===== src/rtl/demux_fifo1x2_conductual.sv =====
// Routes valid words from the upstream 2x1 mux into one of two independent lane FIFOs,
// each drained by its own pop strobe; overflow and underflow are flagged sticky.

module demux_fifo1x2_lane #(
  parameter int unsigned DATA_WIDTH = 2,
  parameter int unsigned FIFO_DEPTH = 4,
  parameter int unsigned PTR_W      = 2
) (
  input  logic                  clk,
  input  logic                  reset,
  input  logic                  push,
  input  logic                  pop,
  input  logic [DATA_WIDTH-1:0] data_in,
  output logic [DATA_WIDTH-1:0] data_out,
  output logic                  valid_out,
  output logic                  empty,
  output logic                  full,
  output logic                  overflow,
  output logic                  underflow
);

  localparam logic [PTR_W:0] DEPTH_C = (PTR_W+1)'(FIFO_DEPTH);

  logic [DATA_WIDTH-1:0] mem [FIFO_DEPTH];
  logic [PTR_W-1:0]      wr_ptr;
  logic [PTR_W-1:0]      rd_ptr;
  logic [PTR_W:0]        count;
  logic                  pop_ok;
  logic                  push_ok;

  // A push into a full lane is still accepted when a pop frees the head slot on the same edge.
  always_comb begin
    pop_ok  = pop & (count != '0);
    push_ok = push & ((count != DEPTH_C) | pop);
  end

  always_ff @(posedge clk) begin
    if (!reset && push_ok) begin
      mem[wr_ptr] <= data_in;
    end
  end

  always_ff @(posedge clk) begin
    if (reset) begin
      wr_ptr    <= '0;
      rd_ptr    <= '0;
      count     <= '0;
      data_out  <= '0;
      valid_out <= 1'b0;
      overflow  <= 1'b0;
      underflow <= 1'b0;
    end else begin
      valid_out <= pop_ok;
      if (pop_ok) begin
        data_out <= mem[rd_ptr];
        rd_ptr   <= rd_ptr + 1'b1;
      end
      if (pop && !pop_ok) begin
        underflow <= 1'b1;
      end
      if (push_ok) begin
        wr_ptr <= wr_ptr + 1'b1;
      end
      if (push && !push_ok) begin
        overflow <= 1'b1;
      end
      case ({push_ok, pop_ok})
        2'b10:   count <= count + 1'b1;
        2'b01:   count <= count - 1'b1;
        default: count <= count;
      endcase
    end
  end

  always_comb begin
    empty = (count == '0);
    full  = (count == DEPTH_C);
  end

endmodule

module demux_fifo1x2_conductual #(
  parameter int unsigned DATA_WIDTH = 2,
  parameter int unsigned FIFO_DEPTH = 4,
  parameter int unsigned PTR_W      = 2
) (
  input  logic                  clk,
  input  logic                  reset,
  input  logic                  valid_in,
  input  logic [DATA_WIDTH-1:0] data_in,
  input  logic                  demux_sel,
  input  logic                  pop0,
  input  logic                  pop1,
  output logic [DATA_WIDTH-1:0] data_out0,
  output logic [DATA_WIDTH-1:0] data_out1,
  output logic                  valid_out0,
  output logic                  valid_out1,
  output logic                  empty0,
  output logic                  empty1,
  output logic                  full0,
  output logic                  full1,
  output logic                  overflow0,
  output logic                  overflow1,
  output logic                  underflow0,
  output logic                  underflow1
);

  logic push0;
  logic push1;

  always_comb begin
    push0 = valid_in & ~demux_sel;
    push1 = valid_in & demux_sel;
  end

  demux_fifo1x2_lane #(
    .DATA_WIDTH (DATA_WIDTH),
    .FIFO_DEPTH (FIFO_DEPTH),
    .PTR_W      (PTR_W)
  ) u_lane0 (
    .clk       (clk),
    .reset     (reset),
    .push      (push0),
    .pop       (pop0),
    .data_in   (data_in),
    .data_out  (data_out0),
    .valid_out (valid_out0),
    .empty     (empty0),
    .full      (full0),
    .overflow  (overflow0),
    .underflow (underflow0)
  );

  demux_fifo1x2_lane #(
    .DATA_WIDTH (DATA_WIDTH),
    .FIFO_DEPTH (FIFO_DEPTH),
    .PTR_W      (PTR_W)
  ) u_lane1 (
    .clk       (clk),
    .reset     (reset),
    .push      (push1),
    .pop       (pop1),
    .data_in   (data_in),
    .data_out  (data_out1),
    .valid_out (valid_out1),
    .empty     (empty1),
    .full      (full1),
    .overflow  (overflow1),
    .underflow (underflow1)
  );

endmodule


===== config.mk =====
export PLATFORM = sky130hd
export DESIGN_NAME = demux_fifo1x2_conductual
export DESIGN_NICKNAME = d
export VERILOG_FILES = /design/src/rtl/demux_fifo1x2_conductual.sv
export SDC_FILE = /design/constraint.sdc
export NUM_CORES = 1
export LEC_CHECK = 0
export CAP_MARGIN = 20
export CELL_PAD_IN_SITES_DETAIL_PLACEMENT = 0
export CELL_PAD_IN_SITES_GLOBAL_PLACEMENT = 2
export CORE_ASPECT_RATIO = 1.2
export CORE_MARGIN = 1.5
export CORE_UTILIZATION = 37
export CTS_CLUSTER_SIZE = 28
export DETAILED_ROUTE_END_ITERATION = 16
export GPL_TIMING_DRIVEN = 0
export MAX_ROUTING_LAYER = met4
export PLACE_DENSITY = 0.83
export SLEW_MARGIN = 10
export SYNTH_ARGS = -nofsm -noshare
export SYNTH_HDL_FRONTEND = slang
export SYNTH_HIERARCHICAL = 1
export SYNTH_SLANG_ARGS = --single-unit

===== constraint.sdc =====
create_clock -name clk -period 2.6 [get_ports clk]
set_input_delay 0.65 -clock clk [delete_from_list [all_inputs] [get_ports clk]]
set_output_delay 0.65 -clock clk [all_outputs]
set_load 0.02 [all_outputs]

==> out/metrics.csv <==
metric,value,unit
syn_area,1890,µm²
synth_area_leaders,"dfxtp_1 25%, edfxtp_1 25%, ha_1 6.6%",
core,4940,µm²
ctsHtreeMaxLevel,2,
rsz0062_at_grt,false,
synthTopCellsByCount,"24 x dfxtp_1, 24 x nor2_1, 16 x edfxtp_1, 12 x inv_1, 10 x ha_1",
area_growth,23.1,%
gp_congestion,0.684,
p_per_area,880,nW/µm²
fmax,399,MHz
finalWirelength,3120,µm
status,"complete, no violations",
min_from,u_lane0/overflow,
port_buffers,20,
placed_cell_area,2160,µm²
ys_ff_latch,40,
wl_per_cell,12.8,µm
setup.worst_path.start_class,input port,
synth_nets,172,
reg2reg_from,u_lane1/count[2],
max-clock-path-buffers,2,
nFillCells,444,
finalCritPeriodShare,96.5,%
place_inst,232,
worst_setup_path_end_kind,flop,
setup_viol,0,
final_cells,244,
synth-edff-count,16,
grt_first_pass_wirelength,5310,µm
fin_ws,92.0,ps
start_util,38.2,%
hold_viol_final,0,
initialDrtViolationCount,57,
die-area,5540,µm²
ir_drop,0.000330,V
leakage,0.000860,µW
yosysSeqAreaShare,50.9,%
async_flop_share,0,%
die_h,81.3,µm
yosysWarnings,6,
slew-limit-headroom,64.5,%
clk_pin_slew,70,ps
drive_gt1_share,22.3,%
grt_remaining_overflow,0,
seq_area,961,µm²
grt_usage,13.5,%
crit_arrival,2730,ps
dp_slack,-515,ps
multiInputGateArea,883,µm²
slew_viol_final,0,
cts_root_buffer,clkbuf_8,
diodes,0,
synth_top_area_cell,dfxtp_1,
cts_tree,yes,
layout_min_cycle_time,2510,ps
synth_top_area_share,25.4,%
firstDrtPassIters,3,
clk_latency,290,ps
cts_sinks,40,
post-dp-hpwl,2290,µm
critical_path_class,in2reg,
worst_pin_slew,532,ps
power,2050,µW
synth.distinct_cells,26,
vias_per_cell,4.76,
num_vias,1162,
worstPathMaxFanout,3,
netlist_instances,152,
fp.dieW,68.2,µm
worstPathRequired,2820,ps
grt_pass1_vias,1156,
cts_hold_buffers,0,
antenna_found_initial,0,
drc_errors,0,
fin_area,2320,µm²
skew,7.57,ps
synth_flop_cell,dfxtp_1,
startpoint,demux_sel,
cap_violations,0,
whs,476,ps
postSynthAreaPerCell,12.4,µm²
drtAntennaViolNets,0,
pin_count,22,
rows,28,
min_path_type,reg2reg,
fin_nets,203,
numCtsBuffers,5,
grt_max_degree,13,
-- flip-flops by register name, indices dropped and copies added, names as in the netlist, 2 cells and up --
name,cells
u_lane1/data_out,2
u_lane0/mem,8
u_lane1/mem,8
u_lane1/count,3
u_lane1/rd_ptr,2
u_lane0/data_out,2
u_lane1/wr_ptr,2
u_lane0/rd_ptr,2
u_lane0/wr_ptr,2
u_lane0/count,3
-- power by group --
group	switching, µW	internal [µW]
Clock	209	285
Sequential	133	746
Combinational	322	351
-- path summary, 6_finish.rpt --
kind	slack, ps	cells after the start	end
worst min register to register	480	2	u_lane0/overflow
worst max-delay path	90	10	u_lane0/count[2]
worst max register to register	330	9	u_lane1/count[2]
worst min-delay path	480	2	u_lane0/overflow
-- cell usage in the layout, fill, tap and decap left out, types with 4 or more instances in the layout --
cell,n
inv_1,12
ha_1,8
clkbuf_8,5
mux4_2,4
clkdlybuf4s50_1,18
a21oi_1,7
edfxtp_1,16
nor3b_2,8
dfxtp_1,24
mux2i_1,6
nor2_1,24
buf_4,4
nand2b_1,4
xor2_1,8
-- worst max-delay path, cell delays in order --
cell,delay (ps)
clkdlybuf4s50_1,460
and2b_2,230
nor2b_4,140
inv_2,70
ha_2,180
inv_1,50
fa_2,330
xor2_1,150
or3_1,330
a21oi_2,130
-- routing by layer --
metal / track usage (%) / routed length [µm] / up-vias
met3: 3.74 / 104 / 4
met2: 20.1 / 1510 / 20
met5: - / 0 / -
li1: - / - / 580
met4: 6.00 / 51 / 0
met1: 17.2 / 1460 / 558
-- kinds of logic (layout without fill, tap and decap cells) --
group	count (synthesis)	count (layout)	synth area share, %
flops	40	40	50.9
buf+inv	18	50	3.71
simple gates	48	48	17.6
xor+xnor	8	8	3.71
compound gates	14	14	5.83
fa+ha+maj	12	12	8.75
mux	12	12	9.54
-- cell type report --
type,instances,share of cell area (%)
clock inverter,2,1.51
clock buffer,6,3.12
buffer,4,0.753
tap,60,3.23
timing repair buffer,24,9.80
multi-input combinational,94,38.0
inverter,14,2.26
sequential,40,41.3
-- through the flow --
stage               utilization, %  setup TNS, ps
floorplan                        -              0
global placement              43.8          -1260
detailed placement            43.8          -1530
CTS                           46.3              0
global route                  47.1              0
finish                        47.1              0
-- timing repair --
action / CTS / global route
buffers inserted: 1 / 3
gates cloned: 0 / 0
gates resized for setup: 4 / 4
pin swaps: 1 / 0
endpoints found under the setup margin: 2 / 2
(Power assumes the default switching activity.)
